**src/rtl/blink_pkg.sv**
```systemverilog
// Shared state encoding and blink-type constants for the LED blink scheduler and its blinker.
package blink_pkg;

   typedef logic [1:0] state_t;

   localparam state_t ST_IDLE   = 2'd0;
   localparam state_t ST_LAUNCH = 2'd1;
   localparam state_t ST_BUSY   = 2'd2;
   localparam state_t ST_GAP    = 2'd3;

   localparam logic BLINK_TYPE_ERROR   = 1'b0;
   localparam logic BLINK_TYPE_SUCCESS = 1'b1;

   // Cycles start_blinking is held before done_blinking is trusted (blinker edge-detect latency).
   localparam logic [31:0] LAUNCH_CYCLES = 32'd2;

endpackage

```
**src/rtl/blink_rr_arbiter.sv**
```systemverilog
// Pending-request flags with coalescing and round-robin choice between error and success sequences.
module blink_rr_arbiter
   import blink_pkg::*;
(
   input  logic hwclk,
   input  logic rst_n,
   input  logic req_error,
   input  logic req_success,
   input  logic take,
   output logic pending,
   output logic pick
);

   logic pend_err;
   logic pend_suc;
   logic last_err;
   logic grant_err;
   logic grant_suc;

   // last_err=0 means success was served last, so error wins the first tie after reset.
   always_comb begin
      pick = BLINK_TYPE_ERROR;
      if (pend_err && pend_suc)
         pick = last_err ? BLINK_TYPE_SUCCESS : BLINK_TYPE_ERROR;
      else if (pend_suc)
         pick = BLINK_TYPE_SUCCESS;
   end

   assign pending   = pend_err | pend_suc;
   assign grant_err = take && (pick == BLINK_TYPE_ERROR);
   assign grant_suc = take && (pick == BLINK_TYPE_SUCCESS);

   // A request landing on its own grant keeps the flag set so it is served again.
   always_ff @(posedge hwclk or negedge rst_n) begin
      if (!rst_n) begin
         pend_err <= 1'b0;
         pend_suc <= 1'b0;
         last_err <= 1'b0;
      end else begin
         pend_err <= req_error   | (pend_err & ~grant_err);
         pend_suc <= req_success | (pend_suc & ~grant_suc);
         if (take)
            last_err <= (pick == BLINK_TYPE_ERROR);
      end
   end

endmodule

```
**src/rtl/blink_scheduler.sv**
```systemverilog
// LED blink sequence scheduler: arbitrates error/success requests and paces the external blinker.
// Optional BUSY watchdog is enabled by defining BLINK_SCHED_TIMEOUT_EN.
module blink_scheduler
   import blink_pkg::*;
#(
   parameter logic [31:0] GAP_CYCLES     = 32'd1200000,
   parameter logic [31:0] TIMEOUT_CYCLES = 32'd48000000
) (
   input  logic       hwclk,
   input  logic       rst_n,
   input  logic       req_error,
   input  logic       req_success,
   output logic       start_blinking,
   output logic       blink_type,
   input  logic       done_blinking,
   output logic       busy,
   output logic [1:0] grant,
   output logic       timeout_err
);

   // Reload values for the shared down-counter; a zero-length GAP or timeout acts as one cycle.
   localparam logic [31:0] LAUNCH_LOAD  = LAUNCH_CYCLES - 32'd1;
   localparam logic [31:0] GAP_LOAD     = (GAP_CYCLES == 32'd0) ? 32'd0 : GAP_CYCLES - 32'd1;
   localparam logic [31:0] TIMEOUT_LOAD = (TIMEOUT_CYCLES == 32'd0) ? 32'd0 : TIMEOUT_CYCLES - 32'd1;

   state_t      state;
   logic [31:0] cnt;
   logic        pending;
   logic        pick;
   logic        take;

   function automatic logic [31:0] sat_dec(input logic [31:0] v);
      return (v == 32'd0) ? 32'd0 : v - 32'd1;
   endfunction

   assign take = (state == ST_IDLE) && pending;
   assign busy = (state != ST_IDLE);

   blink_rr_arbiter u_arb (
      .hwclk       (hwclk),
      .rst_n       (rst_n),
      .req_error   (req_error),
      .req_success (req_success),
      .take        (take),
      .pending     (pending),
      .pick        (pick)
   );

`ifdef BLINK_SCHED_TIMEOUT_EN
   logic tmo_q;
   assign timeout_err = tmo_q;
`else
   assign timeout_err = 1'b0;
`endif

   always_ff @(posedge hwclk or negedge rst_n) begin
      if (!rst_n) begin
         state          <= ST_IDLE;
         cnt            <= 32'd0;
         start_blinking <= 1'b0;
         blink_type     <= BLINK_TYPE_ERROR;
         grant          <= 2'b00;
`ifdef BLINK_SCHED_TIMEOUT_EN
         tmo_q          <= 1'b0;
`endif
      end else begin
         grant <= 2'b00;
         case (state)
            ST_IDLE: begin
               if (pending) begin
                  state          <= ST_LAUNCH;
                  cnt            <= LAUNCH_LOAD;
                  start_blinking <= 1'b1;
                  blink_type     <= pick;
                  grant          <= (pick == BLINK_TYPE_SUCCESS) ? 2'b10 : 2'b01;
               end
            end
            // done_blinking is deliberately ignored here: the blinker has not reacted yet.
            ST_LAUNCH: begin
               if (cnt == 32'd0) begin
                  state <= ST_BUSY;
                  cnt   <= TIMEOUT_LOAD;
               end else begin
                  cnt <= sat_dec(cnt);
               end
            end
            ST_BUSY: begin
               if (done_blinking) begin
                  start_blinking <= 1'b0;
                  state          <= ST_GAP;
                  cnt            <= GAP_LOAD;
               end
`ifdef BLINK_SCHED_TIMEOUT_EN
               else if (cnt == 32'd0) begin
                  tmo_q          <= 1'b1;
                  start_blinking <= 1'b0;
                  state          <= ST_GAP;
                  cnt            <= GAP_LOAD;
               end
`endif
               else begin
                  cnt <= sat_dec(cnt);
               end
            end
            ST_GAP: begin
               if (cnt == 32'd0)
                  state <= ST_IDLE;
               else
                  cnt <= sat_dec(cnt);
            end
            default: state <= ST_IDLE;
         endcase
      end
   end

endmodule

```
**config.mk**
```make
export PLATFORM = sky130hd
export DESIGN_NAME = blink_scheduler
export DESIGN_NICKNAME = d
export VERILOG_FILES = /design/src/rtl/blink_pkg.sv /design/src/rtl/blink_rr_arbiter.sv /design/src/rtl/blink_scheduler.sv
export SDC_FILE = /design/constraint.sdc
export NUM_CORES = 1
export LEC_CHECK = 0
export CORE_ASPECT_RATIO = 0.7
export CORE_UTILIZATION = 50
export CTS_CLUSTER_DIAMETER = 80
export DETAILED_ROUTE_END_ITERATION = 12
export PLACE_DENSITY = 0.66
export SYNTH_ARGS = -nofsm -noshare
export SYNTH_HDL_FRONTEND = slang
export SYNTH_SLANG_ARGS = --single-unit
```
**constraint.sdc**
```tcl
create_clock -name hwclk -period 3.8 [get_ports hwclk]
set_input_delay 0.38 -clock hwclk [delete_from_list [all_inputs] [get_ports hwclk]]
set_output_delay 0.38 -clock hwclk [all_outputs]
set_load 0.05 [all_outputs]
```
# [After elaboration in Yosys (flattened, before gate mapping)]
# Index checks and enable logic that the tools add are counted.
[classes] addsub=1 n_bitwise=8 eq_ne=8 mux=20 n_reduce_logical=12
[ops] op="32-bit two-way mux" count=5
[ops] op="32-bit case mux with 4 select lines" count=1
[ops] op="32-bit logical NOT" count=1
[ops] op="32-bit by 1-bit subtractor with 32-bit output, second input constant" count=1
[ops] op="2-bit two-way mux" count=7
[ops] op="2-bit != test, second input constant" count=5
[ops] op="2-bit case mux with 4 select lines" count=1
[ops] op="1-bit two-way mux" count=5
[ops] op="2-bit == test, second input constant" count=2
[ops] op="1-bit logical AND" count=4
[ops] op="2-bit AND reduction" count=2
[ops] op="4-bit AND reduction" count=1
[ops] op="2-bit nonzero test" count=2
[ops] op="1-bit inverter" count=3
[ops] op="1-bit bitwise OR" count=3
[ops] op="3-bit AND reduction" count=1
[ops] op="1-bit bitwise AND" count=2
[ops] op="2-bit by 1-bit == test with 1-bit output, second input constant" count=1
[ops] op="2-bit logical NOT" count=1
[ops] op="1-bit case mux with 2 select lines" count=1
[word_totals] in_bits=5 register_bits=41 output_inout_bits=6

# [Longest topological paths before layout]
# Gate-level depths: netlist (run 1).
[logic_depth] depth_word=7 mapped_depth=9

# [By module]
# Synthesis (run 1) repeated with hierarchy kept, for this count alone.
[hier_totals] hier_cells=291 area_unflattened_um2=2551.2
[by_module_without_submodules] module="blink_scheduler" cells_per_inst=278 area_per_inst_um2=2417.3 n_inst=1
[by_module_without_submodules] module="blink_rr_arbiter" cells_per_inst=13 area_per_inst_um2=133.9 n_inst=1

# [Worst setup path before layout (run 1)]
# Ideal clock, no wire load.
[synth_timing] path_type="register -> register" startpoint="reg cnt[22]" endpoint="reg cnt[18]" period_less_slack_ps=2506 setup_slack_ps=1294 arrival_time_ps=2369 path_stages_with_launch=8 cell_sequence="dfrtp_1 or4_1 buf_2 or4_1 buf_2 or4_4 a211oi_2 o22ai_1"
[synth_via] elab_chain_len=4 elab_cells_between_ends=7 cone_classes="eq/ne (1); mux (4); reduce/logical (2)"
[synth_rtl] element="from (decl)" line="blink_scheduler.sv:27" source="logic [31:0] cnt;"
[synth_rtl] element="from (signal assigned)" line="blink_scheduler.sv:84" source="cnt <= sat_dec(cnt);"
[synth_rtl] element="from (signal assigned)" line="blink_scheduler.sv:102" source="cnt <= sat_dec(cnt);"
[synth_rtl] element="from (signal assigned)" line="blink_scheduler.sv:109" source="cnt <= sat_dec(cnt);"
[synth_rtl] element="32-bit logical NOT (*)" line="blink_scheduler.sv:33, blink_scheduler.sv:80, blink_scheduler.sv:106"
[synth_rtl] element="32-bit two-way mux" line="blink_scheduler.sv:33" source="return (v == 32'd0) ? 32'd0 : v - 32'd1;"
[synth_rtl] element="32-bit two-way mux" line="blink_scheduler.sv:88" source="if (done_blinking) begin"
[synth_rtl] element="32-bit case mux with 4 select lines" line="blink_scheduler.sv:68" source="case (state)"
# Mark *: on every way between the ends. The rest lies on a longest branch, timed or not.
# A chain may end at the register's enable or synchronous reset.

# [Worst setup path in the final report (run 1)]
[layout_timing] startpoint="reg cnt[22]" endpoint="reg cnt[17]"
# Same word-level chain as after synthesis.

==> flow_summary.toml, run 1 <==
[run_status]
status = "complete, no violations"

[die]
die_height_um = 64.0
die_w_um = 90.6
core_region_area_um2 = 5260
start_util = 0.523
ios = 11
fp.dieArea_um2 = 5800
rows = 22

[critical_path]
path_buf_inv = 1
r2r_cells = 6
arrival_ns = 3.07
path_class = "reg -> reg"
start_kind = "register"
path_delay_family = "simple AND/OR/NAND/NOR gates"
cp.depth = 6
end_kind = "register"
cp_slowest_cell = "or4_1"
path_cells = "or4_1 > nor4_4 > and4_1 > buf_4 > nor3_1 > or3b_2"
max_stage_delay_ns = 0.70
crit_fanout = 9
required_ns = 3.97

[synth]
synth-main-ff-cell = "dfrtp_1"
netlist_instances = 327
synthesis.nets = 338
synth.cell_area_um2 = 2750
synth-async-reset-ratio = 1.00
ys_seq_elements = 41
synth_area_per_cell_um2 = 8.40
yosysUniqueCellTypes = 57
yosys_warnings = 0
ys_seq_area_frac = 0.373
synth-edff-count = 0

[power]
p_leak_nw = 1.13
switching_share = 0.215
vdd_drop_max_v = 0.000144
pwr-share-comb = 0.020
power_per_cell_area_nw_per_um2 = 246
p_sw_mw = 0.160
seqPwrFrac = 0.586
clkPwrFrac = 0.394
p_int_mw = 0.584

[cts]
numCtsBuffers = 5
postCtsSetupBuffers = 0
numClockSinks = 41
clockBufferDepth = 2
ctsResizeCount = 0
cts_tree = "done"
path_clk_slew_ns = 0.08
cts-htree-levels = 2
insertion_delay_ns = 0.30
cts_root_buffer = "clkbuf_8"
cts_hold_buf = 0

[routing]
first_iter_violations = 274
routedWlPerCell_um = 19.3
drt.antenna.violating_nets = 0
finalWirelength_mm = 7.87
viasPerCell = 6.68
drc = 0
vias = 2731
drt_first_pass_iters = 6

[sta]
maxSlewHeadroom = 0.362
timing.hold.ws_ns = 0.210
tns_ns = 0
hold_violations = 0
finalCritPeriodShare = 0.762
fin_skew_ns = 0.00627
fin_crit_ns = 2.90
tightest_slew_ns = 0.948
final_max_slew_viol_count = 0
fmax_ghz = 0.345
rsz0062_at_grt = "false"
finalSetupViolCount = 0
setup_ws_ns = 0.903

[min_path]
hold_path_class = "in -> async"

[cells_and_area]
design_area_um2 = 3020
num-nets-final = 348
fillCellCount = 482
syn2layout_area_growth_pct = 10.0
drive_gt1_frac = 0.0861
fin_util = 0.575
num_antenna_cells = 0

[placed_design]
routabilityCongestion = 0.976
port_buffers = 9
postPlaceCellArea_um2 = 2940
dp_hpwl_mm = 5.86
pre_cts_slack_ns = 0.948

[grt]
grt_pass1_wl_mm = 13.7
antenna_found_initial = 0
grt_pass1_vias = 2528
track_usage = 0.303
grt_overflow_total = 0
grt_max_degree = 42

[run]
cap_violations = 0
## stage by stage
step / total power, mW / std cells
after floorplan: 0.448 / 327
after global placement: 0.460 / 402
after detailed placement: 0.460 / 402
after CTS: 0.754 / 409
after global routing: 0.773 / 409
final: 0.744 / 409
## worst paths after layout
kind / startpoint / to / slack [ns]
setup / recovery: cnt[22] / cnt[17] / 0.90
hold / removal: rst_n / cnt[3] / 0.21
setup reg to reg: cnt[22] / cnt[17] / 0.90
hold reg to reg: blink_type / blink_type / 0.51
max in group asynchronous: rst_n / cnt[27] / 3.02
min in group hwclk: blink_type / blink_type / 0.51
## area by class of cell
class | count | area, um^2 | share of cell area
inverter | 18 | 67.6 | 0.0224
timing repair buffer | 20 | 168 | 0.0555
clock buffer | 7 | 86.3 | 0.0286
sequential | 41 | 1030 | 0.339
multi-input combinational | 251 | 1590 | 0.524
tap | 72 | 90.1 | 0.0298
## synthesized netlist by cell type, types with 5 or more instances
cell type / n / area [um^2]
nor2_1: 23 / 86.3
nand3_1: 15 / 75.1
a31oi_1: 15 / 93.8
nor3_1: 17 / 85.1
and3_1: 5 / 31.3
dfrtp_1: 41 / 1030
ha_1: 6 / 75.1
nor4_1: 14 / 87.6
a21oi_1: 16 / 80.1
o211ai_1: 6 / 45.0
o311ai_0: 6 / 52.6
clkbuf_1: 11 / 41.3
o21ai_0: 25 / 125
nand2_1: 17 / 63.8
nand4_1: 14 / 87.6
and4_1: 6 / 52.6
buf_2: 5 / 25.0
o31ai_1: 5 / 37.5
inv_1: 17 / 63.8
## logic make-up (layout without fill, tap and decap cells)
group / count (synthesis) / count (layout) / share of synthesized area
simple gates: 138 / 138 / 0.288
xor+xnor: 1 / 1 / 0.00319
fa+ha+maj: 6 / 6 / 0.0273
mux: 2 / 2 / 0.00774
flops: 41 / 41 / 0.373
compound gates: 103 / 103 / 0.248
other cells: 1 / 1 / 0.00136
buf+inv: 35 / 45 / 0.0515
## registers in the layout, indices dropped and copies added, names as in the netlist
signal          count
grant               2
start_blinking      1
u_arb.pend_err      1
cnt                32
u_arb.pend_suc      1
u_arb.last_err      1
blink_type          1
state               2
## metal layers
layer  share of wire  GRT usage
met1            0.49      0.474
met2            0.39      0.400
met3            0.11     0.0988
met4          0.0058     0.0524
met5               0          0
## cells in the final DEF (no fill, tap or decap), types with 3 or more instances in the layout
| cell | n |
|---|---|
| inv_1 | 17 |
| a21oi_1 | 16 |
| clkdlybuf4s50_1 | 8 |
| buf_4 | 11 |
| or3_1 | 3 |
| nor4b_1 | 3 |
| o21a_1 | 4 |
| o221ai_1 | 3 |
| o211ai_1 | 6 |
| nand2_1 | 17 |
| nor2_1 | 23 |
| or4_1 | 4 |
| nand3_1 | 15 |
| dfrtp_1 | 41 |
| nand4_1 | 14 |
| nor3_1 | 16 |
| and3_1 | 5 |
| clkbuf_8 | 6 |
| nor4_1 | 14 |
| o31ai_1 | 5 |
| o311ai_0 | 6 |
| and4_1 | 6 |
| a31oi_1 | 15 |
| ha_1 | 6 |
| a211oi_1 | 4 |
| o21ai_0 | 25 |
| and2_1 | 3 |
## power by group through the flow
stage	sequential, mW	combinational [mW]	clock [mW]
3_3_place_gp	0.445	0.0156	0
3_5_place_dp	0.445	0.0158	0
6_report	0.436	0.0149	0.293
5_1_grt	0.436	0.0176	0.319
4_1_cts	0.436	0.0158	0.303
2_1_floorplan	0.445	0.00370	0
Power figures use the tool's default switching activity.
==> run 2: changes to the inputs <==
- clock period: 3.8 -> 2.9 ns (I/O delays scaled with it)
==> flow_summary.toml, run 2 (synthesis results as in run 1) <==
[critical_path]
arrival_ns = 2.93
start_kind = "register"
rr_startpoint = "cnt[23]"
path_class = "reg -> reg"
r2r_slack_ns = 0.16
r2r_cells = 5
r2r-end = "cnt[10]"
required_ns = 3.09
crit_path_start = "cnt[23]"
end_kind = "register"
crit_fanout = 8

[sta]
fin_crit_ns = 2.74
final_max_slew_viol_count = 0
maxSlewHeadroom = 0.338
tightest_slew_ns = 0.989
tns_ns = 0
fin_skew_ns = 0.00975
fmax_ghz = 0.365
rsz0062_at_grt = "false"
hold_violations = 0
finalSetupViolCount = 0
timing.hold.ws_ns = 0.125
finalCritPeriodShare = 0.946

[grt]
grt_pass1_vias = 2547
grt_max_degree = 42
grt_overflow_total = 0
antenna_found_initial = 0
track_usage = 0.302
grt_pass1_wl_mm = 13.6

[cts]
ctsResizeCount = 0
cts_hold_buf = 0
cts_tree = "done"
clockBufferDepth = 2
insertion_delay_ns = 0.30
path_clk_slew_ns = 0.08
numCtsBuffers = 5
cts_root_buffer = "clkbuf_8"
cts-htree-levels = 2
postCtsSetupBuffers = 0
numClockSinks = 41

[power]
clkPwrFrac = 0.387
power_per_cell_area_nw_per_um2 = 314
seqPwrFrac = 0.592
p_int_mw = 0.747
vdd_drop_max_v = 0.000218
p_sw_mw = 0.217
pwr-share-comb = 0.021
p_leak_nw = 1.17
switching_share = 0.225

[cells_and_area]
drive_gt1_frac = 0.104
syn2layout_area_growth_pct = 12.0
top_register = "cnt"
num_antenna_cells = 0
largest_register_ffs = 32
final_cell_mix = "dfrtp_1 (41), o21ai_0 (25), nor2_1 (23), buf_4 (19)"
design_area_um2 = 3080
fin_cells = 418
num-nets-final = 356
top_regs = "cnt x32, grant x2, state x2"
mostFrequentLayoutCell = "dfrtp_1"

[run_status]
status = "complete, no violations"

[die]
ios = 11
rows = 22
die_w_um = 90.6
fp.dieArea_um2 = 5800
start_util = 0.523
die_height_um = 64.0
core_region_area_um2 = 5260

[placed_design]
port_buffers = 9
routabilityCongestion = 0.906
dp_hpwl_mm = 5.86
postPlaceCellArea_um2 = 3000
dp_cells = 410

[routing]
drc = 0
drt_first_pass_iters = 6
finalWirelength_mm = 8.09
vias = 2807
viasPerCell = 6.72
drt.antenna.violating_nets = 0
first_iter_violations = 303
routedWlPerCell_um = 19.3

[run]
cap_violations = 0

[min_path]
hold_path_class = "in -> async"
## run 2: layer usage
metal	vias to the layer above	share of wire	track usage
met5	-	0	0
met3	7	0.11	0.0714
met4	0	0.0072	0.0625
li1	1309	-	-
met2	162	0.40	0.425
met1	1329	0.48	0.463
## run 2: how the worst max path moves through the flow
stage,end,slack [ns],depth (start not counted)
after floorplan,cnt[18],0.39,7
after global placement,cnt[18],0.26,5
after detailed placement,cnt[18],0.21,5
after CTS,cnt[10],0.19,5
after global routing,cnt[10],0.07,5
final,cnt[10],0.16,5
## run 2: worst max-delay path: stages, from the launching register on
cell,delay (ns)
dfrtp_1,0.42
or4_1,0.68
or4_1,0.63
nor3_1,0.48
o32ai_1,0.17
a22o_1,0.24
## run 2: through the flow
step           setup WS (ns)  total power [mW]  utilization
2_1_floorplan          0.394             0.588            -
3_3_place_gp           0.263             0.603        0.570
3_5_place_dp           0.206             0.604        0.570
4_1_cts                0.194             0.976        0.585
5_1_grt               0.0711             0.997        0.585
6_report               0.157             0.965        0.585
## run 2: final cells by class
type / count / area (um^2)
Tap cell: 72 / 90.1
Clock buffer: 8 / 80.1
Timing Repair Buffer: 28 / 228
Multi-Input combinational cell: 251 / 1590
Fill cell: 488 / 2180
Inverter: 18 / 67.6
Sequential cell: 41 / 1030
## run 2: power groups by stage
stage | Sequential, mW | Combinational (mW) | Clock (mW)
floorplan | 0.583 | 0.00484 | 0
global placement | 0.583 | 0.0207 | 0
detailed placement | 0.583 | 0.0211 | 0
CTS | 0.571 | 0.0211 | 0.384
global route | 0.571 | 0.0233 | 0.402
finish | 0.571 | 0.0202 | 0.373
==> run 3: changes to the inputs <==
- PLACE_DENSITY: 0.66 -> 0.68
- clock period: 2.9 -> 2.5 ns (I/O delays scaled with it)
==> flow_summary.toml, run 3 (synthesis results as in run 1) <==
[cells_and_area]
fin_util = 0.629
num_antenna_cells = 0
top_regs = "cnt x32, grant x2, state x2"
final_cell_mix = "dfrtp_1 (41), buf_4 (39), o21ai_0 (25), nor2_1 (22)"
syn2layout_area_growth_pct = 20.4
top_register = "cnt"
fillCellCount = 452
drive_gt1_frac = 0.180
fin_cells = 439
num-nets-final = 377
design_area_um2 = 3310
mostFrequentLayoutCell = "dfrtp_1"
largest_register_ffs = 32

[routing]
drt_first_pass_iters = 6
first_iter_violations = 466
finalWirelength_mm = 8.43
drc = 0
viasPerCell = 6.76
routedWlPerCell_um = 19.2
vias = 2968
drt.antenna.violating_nets = 0

[run]
cap_violations = 0

[cts]
cts_root_buffer = "clkbuf_8"
cts_tree = "done"
insertion_delay_ns = 0.30
path_clk_slew_ns = 0.09
numClockSinks = 41
clockBufferDepth = 2
cts_hold_buf = 0
cts-htree-levels = 2
numCtsBuffers = 5

[grt]
grt_max_degree = 42
track_usage = 0.315
grt_pass1_wl_mm = 14.2
grt_overflow_total = 0
grt_pass1_vias = 2668
antenna_found_initial = 0

[sta]
final_max_slew_viol_count = 0
fin_crit_ns = 2.37
tightest_slew_ns = 0.920
fmax_ghz = 0.423
finalSetupViolCount = 0
finalCritPeriodShare = 0.946
maxSlewHeadroom = 0.386
hold_violations = 0
fin_skew_ns = 0.0102
setup_ws_ns = 0.134

[placed_design]
postPlaceCellArea_um2 = 3160
routabilityCongestion = 0.952
pre_cts_slack_ns = 0.0668
port_buffers = 9
dp_hpwl_mm = 6.07
dp_cells = 430

[die]
die_height_um = 64.0
die_w_um = 90.6
fp.dieArea_um2 = 5800
ios = 11
start_util = 0.523
rows = 22
core_region_area_um2 = 5260

[critical_path]
end_kind = "register"
required_ns = 2.71
arrival_ns = 2.57
crit_fanout = 5
start_kind = "register"
path_class = "reg -> reg"

[power]
p_sw_mw = 0.259
power_per_cell_area_nw_per_um2 = 356
vdd_drop_max_v = 0.000287
total_power_mw = 1.18
pwr-share-comb = 0.019
clkPwrFrac = 0.418
seqPwrFrac = 0.563
p_int_mw = 0.918
switching_share = 0.220
p_leak_nw = 1.30

[min_path]
hold_path_class = "in -> async"

[run_status]
status = "complete, no violations"
==> run 3: what timing repair did <==
action,CTS,global route
setup endpoints to repair,0,27
gates resized for setup,0,8
hold endpoints to repair,0,0
setup buffers,0,1
==> run 3: path summary, 6_finish.rpt <==
check	from	cells after the start	slack [ns]	to
setup / recovery	cnt[25]	7	0.13	cnt[19]
hold / removal	rst_n	1	0.08	cnt[1]
setup reg to reg	cnt[25]	7	0.13	cnt[19]
hold reg to reg	blink_type	2	0.52	blink_type
max in group asynchronous	rst_n	1	1.84	cnt[22]
min in group hwclk	blink_type	2	0.52	blink_type
==> run 3: stage by stage <==
stage / TNS (ns) / hold slack [ns]
after detailed placement: 0 / 0.438
after floorplan: 0 / -0.0456
after global routing: -0.00708 / 0.165
final: 0 / 0.0752
after global placement: 0 / 0.447
after CTS: 0 / 0.116
==> run 3: cell type report <==
class / instances / area [um^2] / share of cell area
multi-input cells: 251 / 1630 / 0.491
flip-flops and latches: 41 / 1030 / 0.310
repair buffers: 49 / 398 / 0.120
clock buffers: 7 / 96.3 / 0.0291
well taps: 72 / 90.1 / 0.0272
inverters: 18 / 67.6 / 0.0204
clock inverters: 1 / 5.00 / 0.00151
==> run 3: power groups by stage <==
stage / Combinational [mW] / Clock, mW / Sequential [mW]
floorplan: 0.00562 / 0 / 0.676
global placement: 0.0241 / 0 / 0.676
detailed placement: 0.0240 / 0 / 0.676
CTS: 0.0240 / 0.496 / 0.662
global route: 0.0265 / 0.528 / 0.663
finish: 0.0229 / 0.492 / 0.662
==> run 3: critical path, cell delays in order (launching register included) <==
cell and delay (ns):
dfrtp_1 0.39, or4_1 0.54, or4_4 0.47, buf_4 0.18
nor4_4 0.32, buf_4 0.17, a21oi_1 0.04, o221ai_1 0.17
==> run 3: layer usage <==
| metal | vias up | routed length, um | GRT usage |
|---|---|---|---|
| met1 | 1385 | 3790 | 0.495 |
| met4 | 0 | 105 | 0.0746 |
| met3 | 17 | 1130 | 0.0833 |
| met5 | - | 0 | 0 |
| li1 | 1351 | - | - |
| met2 | 215 | 3400 | 0.420 |
